--- config.mk ---
export PLATFORM = sky130hd
export DESIGN_NAME = ysyx_22041207_mul_ctrl
export DESIGN_NICKNAME = d
export VERILOG_FILES = /design/src/rtl/ysyx_22041207_mul_ctrl_pkg.sv /design/src/rtl/ysyx_22041207_mul_opcond.sv /design/src/rtl/ysyx_22041207_mul_ctrl.sv
export SDC_FILE = /design/constraint.sdc
export NUM_CORES = 2
export LEC_CHECK = 0
export CAP_MARGIN = 5
export CORE_ASPECT_RATIO = 1.5
export CORE_MARGIN = 2
export CORE_UTILIZATION = 60
export CTS_BUF_LIST = sky130_fd_sc_hd__clkbuf_4 sky130_fd_sc_hd__clkbuf_8 sky130_fd_sc_hd__clkbuf_16
export CTS_CLUSTER_SIZE = 14
export DETAILED_ROUTE_END_ITERATION = 10
export PLACE_DENSITY = 0.85
export SLEW_MARGIN = 20
export SYNTH_ARGS = -nofsm -noshare
export SYNTH_HDL_FRONTEND = slang
export SYNTH_SLANG_ARGS = --single-unit
--- constraint.sdc ---
create_clock -name clk -period 7.95 [get_ports clk]
set_input_delay 1.59 -clock clk [delete_from_list [all_inputs] [get_ports clk]]
set_output_delay 1.59 -clock clk [all_outputs]
set_load 0.01 [all_outputs]
--- src/rtl/ysyx_22041207_mul_ctrl_pkg.sv ---
// Shared types and helpers for the RV64M multiply controller.
package ysyx_22041207_mul_ctrl_pkg;

  localparam int MUL_XLEN = 64;
  localparam int ACC_W    = 128;

  // Opcode encodings as presented on req_op.
  typedef enum logic [2:0] {
    MUL_OP_MUL    = 3'b000,
    MUL_OP_MULH   = 3'b001,
    MUL_OP_MULHSU = 3'b010,
    MUL_OP_MULHU  = 3'b011,
    MUL_OP_MULW   = 3'b100
  } mul_op_e;

  // Controller FSM states.
  typedef enum logic [2:0] {
    ST_IDLE  = 3'd0,
    ST_ISSUE = 3'd1,
    ST_WAIT  = 3'd2,
    ST_FIX   = 3'd3,
    ST_RESP  = 3'd4
  } mul_state_e;

  // Map a raw opcode onto the supported set; unknown codes run as MUL.
  function automatic mul_op_e mul_op_decode(input logic [2:0] raw);
    case (raw)
      3'b001:  return MUL_OP_MULH;
      3'b010:  return MUL_OP_MULHSU;
      3'b011:  return MUL_OP_MULHU;
      3'b100:  return MUL_OP_MULW;
      default: return MUL_OP_MUL;
    endcase
  endfunction

  // High-half variants are built from four 32x32 sub-products.
  function automatic logic op_is_high(input mul_op_e op);
    return (op == MUL_OP_MULH) || (op == MUL_OP_MULHSU) || (op == MUL_OP_MULHU);
  endfunction

  // Left shift applied to sub-product k before accumulation.
  function automatic logic [6:0] subop_shift(input logic [1:0] k);
    case (k)
      2'd0:    return 7'd0;
      2'd3:    return 7'd64;
      default: return 7'd32;
    endcase
  endfunction

  // Select the rd value out of the 128-bit accumulator.
  function automatic logic [63:0] mul_result(input mul_op_e op, input logic [127:0] acc);
    case (op)
      MUL_OP_MULW: return {{32{acc[31]}}, acc[31:0]};
      MUL_OP_MUL:  return acc[63:0];
      default:     return acc[127:64];
    endcase
  endfunction

endpackage

--- src/rtl/ysyx_22041207_mul_opcond.sv ---
// Operand conditioning: magnitudes and result sign for the signed variants.
// Unsigned operands pass through untouched, so MUL/MULW get raw values.
module ysyx_22041207_mul_opcond
  import ysyx_22041207_mul_ctrl_pkg::*;
(
  input  mul_op_e     op,
  input  logic [63:0] src1,
  input  logic [63:0] src2,
  output logic [63:0] mag1,
  output logic [63:0] mag2,
  output logic        neg
);

  logic sgn1_s;
  logic sgn2_s;
  logic neg1_s;
  logic neg2_s;

  // Decide signedness per operand and take two's-complement magnitudes.
  always_comb begin
    sgn1_s = (op == MUL_OP_MULH) || (op == MUL_OP_MULHSU);
    sgn2_s = (op == MUL_OP_MULH);
    neg1_s = sgn1_s & src1[63];
    neg2_s = sgn2_s & src2[63];
    // -2^63 negates to itself, which read unsigned is exactly 2^63.
    mag1   = neg1_s ? (~src1 + 64'd1) : src1;
    mag2   = neg2_s ? (~src2 + 64'd1) : src2;
    neg    = neg1_s ^ neg2_s;
  end

endmodule

--- src/rtl/ysyx_22041207_mul_ctrl.sv ---
// EX-stage controller around the iterative 64x64 multiplier: conditions
// operands, sequences sub-products, accumulates, sign-fixes, responds.
module ysyx_22041207_mul_ctrl
  import ysyx_22041207_mul_ctrl_pkg::*;
#(
  parameter int XLEN  = 64,
  parameter int TAG_W = 5
) (
  input  logic             clk,
  input  logic             rst,
  input  logic             req_valid,
  output logic             req_ready,
  input  logic [2:0]       req_op,
  input  logic [XLEN-1:0]  req_src1,
  input  logic [XLEN-1:0]  req_src2,
  input  logic [TAG_W-1:0] req_tag,
  output logic             resp_valid,
  input  logic             resp_ready,
  output logic [XLEN-1:0]  resp_data,
  output logic [TAG_W-1:0] resp_tag,
  input  logic             flush,
  output logic             m_valid,
  output logic             m_flush,
  output logic [63:0]      m_a,
  output logic [63:0]      m_b,
  input  logic             m_ready,
  input  logic             m_out_valid,
  input  logic [31:0]      m_res_hi,
  input  logic [31:0]      m_res_lo
);

  mul_state_e       state_q, state_d;
  mul_op_e          op_q, op_d;
  logic [TAG_W-1:0] tag_q, tag_d;
  logic [63:0]      a_q, a_d;
  logic [63:0]      b_q, b_d;
  logic             neg_q, neg_d;
  logic [1:0]       k_q, k_d;
  logic [127:0]     acc_q, acc_d;
  logic             resp_valid_q, resp_valid_d;
  logic [63:0]      resp_data_q, resp_data_d;
  logic [TAG_W-1:0] resp_tag_q, resp_tag_d;

  mul_op_e          req_op_s;
  logic [63:0]      mag1_s;
  logic [63:0]      mag2_s;
  logic             neg_s;
  logic [127:0]     prod_s;

  assign req_op_s = mul_op_decode(req_op);

  ysyx_22041207_mul_opcond u_opcond (
    .op   (req_op_s),
    .src1 (req_src1),
    .src2 (req_src2),
    .mag1 (mag1_s),
    .mag2 (mag2_s),
    .neg  (neg_s)
  );

  assign req_ready  = (state_q == ST_IDLE);
  assign resp_valid = resp_valid_q;
  assign resp_data  = resp_data_q;
  assign resp_tag   = resp_tag_q;
  assign prod_s     = {64'd0, m_res_hi, m_res_lo};

  // Multiplier operands for the current sub-op: raw for MUL/MULW, halves otherwise.
  always_comb begin
    m_a = a_q;
    m_b = b_q;
    if (op_is_high(op_q)) begin
      case (k_q)
        2'd0: begin m_a = {32'd0, a_q[31:0]};  m_b = {32'd0, b_q[31:0]};  end
        2'd1: begin m_a = {32'd0, a_q[31:0]};  m_b = {32'd0, b_q[63:32]}; end
        2'd2: begin m_a = {32'd0, a_q[63:32]}; m_b = {32'd0, b_q[31:0]};  end
        default: begin m_a = {32'd0, a_q[63:32]}; m_b = {32'd0, b_q[63:32]}; end
      endcase
    end else begin
      m_a = a_q;
      m_b = b_q;
    end
  end

  // Next-state, datapath updates and multiplier handshake; flush overrides all.
  always_comb begin
    state_d      = state_q;
    op_d         = op_q;
    tag_d        = tag_q;
    a_d          = a_q;
    b_d          = b_q;
    neg_d        = neg_q;
    k_d          = k_q;
    acc_d        = acc_q;
    resp_valid_d = resp_valid_q;
    resp_data_d  = resp_data_q;
    resp_tag_d   = resp_tag_q;
    m_valid      = 1'b0;
    m_flush      = 1'b0;

    if (flush && (state_q != ST_IDLE)) begin
      m_flush      = 1'b1;
      state_d      = ST_IDLE;
      resp_valid_d = 1'b0;
    end else begin
      case (state_q)
        ST_IDLE: begin
          // A flush in IDLE blocks acceptance without signalling the multiplier.
          if (req_valid && !flush) begin
            op_d    = req_op_s;
            tag_d   = req_tag;
            a_d     = mag1_s;
            b_d     = mag2_s;
            neg_d   = neg_s;
            k_d     = 2'd0;
            acc_d   = 128'd0;
            state_d = ST_ISSUE;
          end else begin
            state_d = ST_IDLE;
          end
        end
        ST_ISSUE: begin
          m_valid = 1'b1;
          if (m_ready) begin
            state_d = ST_WAIT;
          end else begin
            state_d = ST_ISSUE;
          end
        end
        ST_WAIT: begin
          if (m_out_valid) begin
            acc_d = acc_q + (prod_s << subop_shift(k_q));
            if (op_is_high(op_q) && (k_q != 2'd3)) begin
              k_d     = k_q + 2'd1;
              state_d = ST_ISSUE;
            end else if (op_is_high(op_q)) begin
              state_d = ST_FIX;
            end else begin
              state_d      = ST_RESP;
              resp_valid_d = 1'b1;
              resp_data_d  = mul_result(op_q, acc_d);
              resp_tag_d   = tag_q;
            end
          end else begin
            state_d = ST_WAIT;
          end
        end
        ST_FIX: begin
          if (neg_q) begin
            acc_d = ~acc_q + 128'd1;
          end else begin
            acc_d = acc_q;
          end
          state_d      = ST_RESP;
          resp_valid_d = 1'b1;
          resp_data_d  = mul_result(op_q, acc_d);
          resp_tag_d   = tag_q;
        end
        ST_RESP: begin
          if (resp_ready) begin
            state_d      = ST_IDLE;
            resp_valid_d = 1'b0;
          end else begin
            state_d = ST_RESP;
          end
        end
        default: begin
          state_d      = ST_IDLE;
          resp_valid_d = 1'b0;
        end
      endcase
    end
  end

  // State and datapath registers with asynchronous active-low reset.
  always_ff @(posedge clk or negedge rst) begin
    if (!rst) begin
      state_q      <= ST_IDLE;
      op_q         <= MUL_OP_MUL;
      tag_q        <= '0;
      a_q          <= 64'd0;
      b_q          <= 64'd0;
      neg_q        <= 1'b0;
      k_q          <= 2'd0;
      acc_q        <= 128'd0;
      resp_valid_q <= 1'b0;
      resp_data_q  <= 64'd0;
      resp_tag_q   <= '0;
    end else begin
      state_q      <= state_d;
      op_q         <= op_d;
      tag_q        <= tag_d;
      a_q          <= a_d;
      b_q          <= b_d;
      neg_q        <= neg_d;
      k_q          <= k_d;
      acc_q        <= acc_d;
      resp_valid_q <= resp_valid_d;
      resp_data_q  <= resp_data_d;
      resp_tag_q   <= resp_tag_d;
    end
  end

endmodule

==> results.sh, run 1 <==
export IMPL_netlist_instances=4315
export IMPL_synthesis_area_mm2=0.0323
export IMPL_die_height_um=288
export IMPL_portBuffers=407
export IMPL_status="aborted with a tool error"
export IMPL_cts_made_buffers=37
export IMPL_synth_xor_area_share_pct=9.97
export IMPL_yosysTopAreaCellShare_pct=26.3
export IMPL_place_congestion=1.30
export IMPL_cts_sinks=340
export IMPL_synth_mux_area_share_pct=3.65
export IMPL_first_error="[ERROR GRT-0116] Global routing finished with congestion. Check the congestion regions in the DRC Viewer."
export IMPL_start_util_pct=60.4
export IMPL_ys_types=90
export IMPL_synth_top_family_by_area="compound AO/OA/AOI/OAI gates"
export IMPL_grt_max_degree=262
export IMPL_htree_num_levels=2
export IMPL_failing_step="global routing"
export IMPL_synth_seq_area_share_pct=26.3
export IMPL_clockBufferDepth=3
export IMPL_synthArstFlopShare_pct=100
export IMPL_synthAdderAreaFrac_pct=5.25
export IMPL_die_x_um=194
export IMPL_rows=104
export IMPL_place_hpwl_mm=132
export IMPL_cts_setup_buffers=0
export IMPL_grt_pass1_vias=41300
export IMPL_ys_ff_latch=340
export IMPL_gr_total_overflow=365
export IMPL_ios=408
export IMPL_synth_edf_count=0
export IMPL_synth_compound_area_share_pct=28.3
export IMPL_cts_resized=0
export IMPL_track_usage_pct=73.5
export IMPL_synth_fp_nets=4657
export IMPL_cts_hold_buf=0
export IMPL_grt_first_pass_wirelength_mm=309
export IMPL_synth_top_cell_by_area="dfrtp_1"
export IMPL_ys_warn_count=0
export IMPL_synth_flop_cell="dfrtp_1"
export IMPL_avgSynthCellArea_um2=7.49
export IMPL_synth_simple_area_share_pct=22.2
export IMPL_synth_area_leaders="dfrtp_1, o21ai_0, nand2_1, a21oi_1, xnor2_1"
export IMPL_ctsRootBufferMaster="clkbuf_16"
[synthesized netlist by cell type, drive strengths merged (18+ instances only)]
library cell	number
a211oi	22
a21o	72
a21oi	383
a221o	18
a22o	40
a22oi	37
a31oi	33
and2	111
buf	20
clkbuf	253
dfrtp	340
ha	134
inv	85
mux2	67
mux2i	38
nand2	539
nand2b	24
nand3	48
nand4	71
nor2	418
nor2b	18
nor3	86
nor4	42
o211ai	23
o21a	19
o21ai	510
o21bai	49
o221ai	30
o22ai	26
o31ai	64
o41ai	34
or2	33
or3	51
or4	42
xnor2	194
xor2	174
[stage by stage]
step                      std cells  setup WS (ps)  instance area [um^2]  utilization [%]  hold WS, ps
after CTS                      5252            996                 38000             71.0          471
after detailed placement       5186            625                 36700             68.6          457
after global placement         5186            541                 36700             68.6          446
after floorplan                4315           2850                 32300                -          438
[routing by layer]
metal | overflow | global-route usage (%)
met1 | 2 | 71.1
met2 | 228 | 93.9
met3 | 3 | 56.7
met4 | 132 | 75.4
met5 | 0 | 19.4
[cells by family after synthesis]
logic type,after synthesis
simple gates,1532
compound gates,1473
xor+xnor,368
buf+inv,360
flops,340
fa+ha+maj,135
mux,107
==> inputs of run 2 (changes only) <==
--- a/config.mk
+++ b/config.mk
@@ -6,13 +6,10 @@
 export NUM_CORES = 2
 export LEC_CHECK = 0
 export CAP_MARGIN = 5
-export CORE_ASPECT_RATIO = 1.5
 export CORE_MARGIN = 2
-export CORE_UTILIZATION = 60
-export CTS_BUF_LIST = sky130_fd_sc_hd__clkbuf_4 sky130_fd_sc_hd__clkbuf_8 sky130_fd_sc_hd__clkbuf_16
-export CTS_CLUSTER_SIZE = 14
+export CORE_UTILIZATION = 40
 export DETAILED_ROUTE_END_ITERATION = 10
-export PLACE_DENSITY = 0.85
+export PLACE_DENSITY_LB_ADDON = 0.15
 export SLEW_MARGIN = 20
 export SYNTH_ARGS = -nofsm -noshare
 export SYNTH_HDL_FRONTEND = slang
==> run 2 against run 1 <==
The flow now finishes without violations. Area after synthesis unchanged. Synthesized cell count unchanged.
==> results.sh, run 2 <==
export IMPL_status="finished clean"
export IMPL_r2r_start="k_q[0]"
export IMPL_cp_data_arrival_time_ps=7590
export IMPL_drt_total_wl_mm=176
export IMPL_nets=4903
export IMPL_tightest_slew_ps=1240
export IMPL_path_cells="inv_1, ha_2, nor2_2, buf_4, and2_1, ha_1, a21o_1, o21bai_1, o21ai_1, a31oi_1, a211oi_1, xor2_1, or2_2, nor2_1, nor2b_1, nand3_1, a221oi_1, nor2_1"
export IMPL_holdWs_ps=464
export IMPL_synth_top_cell_by_area="dfrtp_1"
export IMPL_num_vias=36200
export IMPL_fmax_mhz=141
export IMPL_fin_util_pct=48.5
export IMPL_grt_first_pass_wirelength_mm=249
export IMPL_die_height_um=288
export IMPL_final_cell_mix="nand2_1, o21ai_0, nor2_1"
export IMPL_area_growth_pct=20.5
export IMPL_ios=408
export IMPL_die_x_um=288
export IMPL_power_mw=7.70
export IMPL_clkTransAtPathRegs_ps=60
export IMPL_crit_buf_inv=2
export IMPL_grt_max_degree=262
export IMPL_fin_area_mm2=0.0390
export IMPL_synth_most_common_cell="nand2_1"
export IMPL_largest_register_ffs=128
export IMPL_max_stage_delay_ps=910
export IMPL_gr_total_overflow=0
export IMPL_dp_slack_ps=823
export IMPL_cts_sinks=340
export IMPL_core_mm2=0.0803
export IMPL_dieArea_mm2=0.0831
export IMPL_worst_ep_required_time_ps=8450
export IMPL_final_cells=5659
export IMPL_htree_num_levels=2
export IMPL_rsz0062_at_grt="no"
export IMPL_insertion_delay_ps=640
export IMPL_first_pass_iters=9
export IMPL_synth_flop_cell="dfrtp_1"
export IMPL_synthesis_area_mm2=0.0323
export IMPL_hp_class="flip-flop to flip-flop"
export IMPL_ys_types=90
export IMPL_synth_fp_nets=4657
export IMPL_portBuffers=407
export IMPL_cp_end_kind="flip-flop"
export IMPL_period_minus_slack_ps=7090
export IMPL_synth_area_leaders="dfrtp_1, o21ai_0, nand2_1, a21oi_1, xnor2_1"
export IMPL_finalCritPeriodShare_pct=89.2
export IMPL_relSlewSlack_pct=16.5
export IMPL_clock_skew_ps=43.1
export IMPL_layout_setup_ws_ps=863
export IMPL_ant_nets=0
export IMPL_vias_per_cell=6.40
export IMPL_drive_gt1_share_pct=6.35
export IMPL_cts_setup_buffers=0
export IMPL_cts_hold_buf=0
export IMPL_slew_violations=0
export IMPL_synth_edf_count=0
export IMPL_ys_ff_latch=340
export IMPL_p_leak_nw=16.0
export IMPL_start_util_pct=40.3
export IMPL_synth_seq_area_share_pct=26.3
export IMPL_track_usage_pct=41.3
export IMPL_final_common_cell="nand2_1"
export IMPL_top_register="acc_q"
export IMPL_grt_antenna_before_repair=5
export IMPL_power_density_mw_per_mm2=198
export IMPL_cts_resized=0
export IMPL_ys_warn_count=0
export IMPL_critPathMaxFanout=16
export IMPL_synthArstFlopShare_pct=100
export IMPL_cp_start_kind="flip-flop"
export IMPL_ctsRootBufferMaster="clkbuf_16"
export IMPL_wl_per_cell_um=31.2
export IMPL_place_hpwl_mm=138
export IMPL_cp_slowest_cell="xor2_1"
export IMPL_crit_family="simple AND/OR/NAND/NOR gates"
export IMPL_grt_pass1_vias=34100
export IMPL_cts_made_buffers=46
export IMPL_clockBufferDepth=3
export IMPL_drtIter0Drc=4484
export IMPL_netlist_instances=4315
export IMPL_rows=104
export IMPL_setup_viol=0
export IMPL_max_cap_viol_count=0
export IMPL_tns_ps=0
export IMPL_critical_path_class="flip-flop to flip-flop"
export IMPL_finalHoldViolations=0
export IMPL_synth_common_cells="nand2_1, o21ai_0, nor2_1"
export IMPL_cts_tree="yes"
export IMPL_place_congestion=1.10
export IMPL_route_detailed_drc=0
export IMPL_yosysTopAreaCellShare_pct=26.3
export IMPL_avgSynthCellArea_um2=7.49
export IMPL_dp_cells=5573
export IMPL_critPathLaunch="k_q[0]"
export IMPL_crit_top_cell="nor2_1"
export IMPL_ir_drop_v=0.000156
export IMPL_place_area_mm2=0.0373
export IMPL_holdCritStartpoint="tag_q[4]"
## run 2: cell counts after synthesis
Identical to the previous run, type by type.
## run 2: final cells by class
type / count / area (um^2)
fill: 7970 / 41300
sequential: 340 / 8510
clock inverter: 16 / 282
multi-input combinational: 3615 / 22500
inverter: 86 / 323
antenna: 2 / 5.00
timing repair buffer: 472 / 4600
clock buffer: 68 / 1370
tap: 1060 / 1330
## run 2: worst reg2reg max path, stage by stage (launching register included)
cell and delay (ps):
dfrtp_1 420, inv_1 100, ha_2 290, nor2_2 740, buf_4 360, and2_1 160
ha_1 260, a21o_1 260, o21bai_1 200, o21ai_1 570, a31oi_1 280, a211oi_1 420
xor2_1 910, or2_2 440, nor2_1 110, nor2b_1 740, nand3_1 140, a221oi_1 490
nor2_1 100
## run 2: cells by family after synthesis
family	Yosys count	synth area share (%)
AND/OR/NAND/NOR	1532	22.2
multiplexers	107	3.65
XOR/XNOR	368	9.97
flip-flops	340	26.3
buffers and inverters	360	4.29
adder cells (fa/ha/maj)	135	5.25
AO/OA/AOI/OAI	1473	28.3
## run 2: metal layers
layer / routed length, um / up-vias / GRT usage (%)
met5: 13 / - / 0
met4: 11000 / 2 / 21.2
met3: 20700 / 405 / 11.8
met2: 72800 / 2245 / 60.0
met1: 71900 / 17400 / 55.5
li1: - / 16200 / -
## run 2: power breakdown
| part | total, mW | internal [mW] | switching (mW) |
|---|---|---|---|
| clock network | 2.31 | 1.37 | 0.940 |
| registers | 2.35 | 2.04 | 0.313 |
| logic | 3.04 | 1.25 | 1.79 |
| total | 7.70 | 4.66 | 3.04 |
## run 2: path summary, 6_finish.rpt
path / to / slack, ps / cells after the start
hold / removal: resp_tag[4] / 460 / 2
max in group asynchronous: acc_q[125] / 5450 / 2
setup reg to reg: resp_data[55] / 860 / 18
hold reg to reg: resp_tag[4] / 460 / 2
setup / recovery: resp_data[55] / 860 / 18
min in group asynchronous: a_q[46] / 1030 / 1
(Power assumes the default switching activity.)
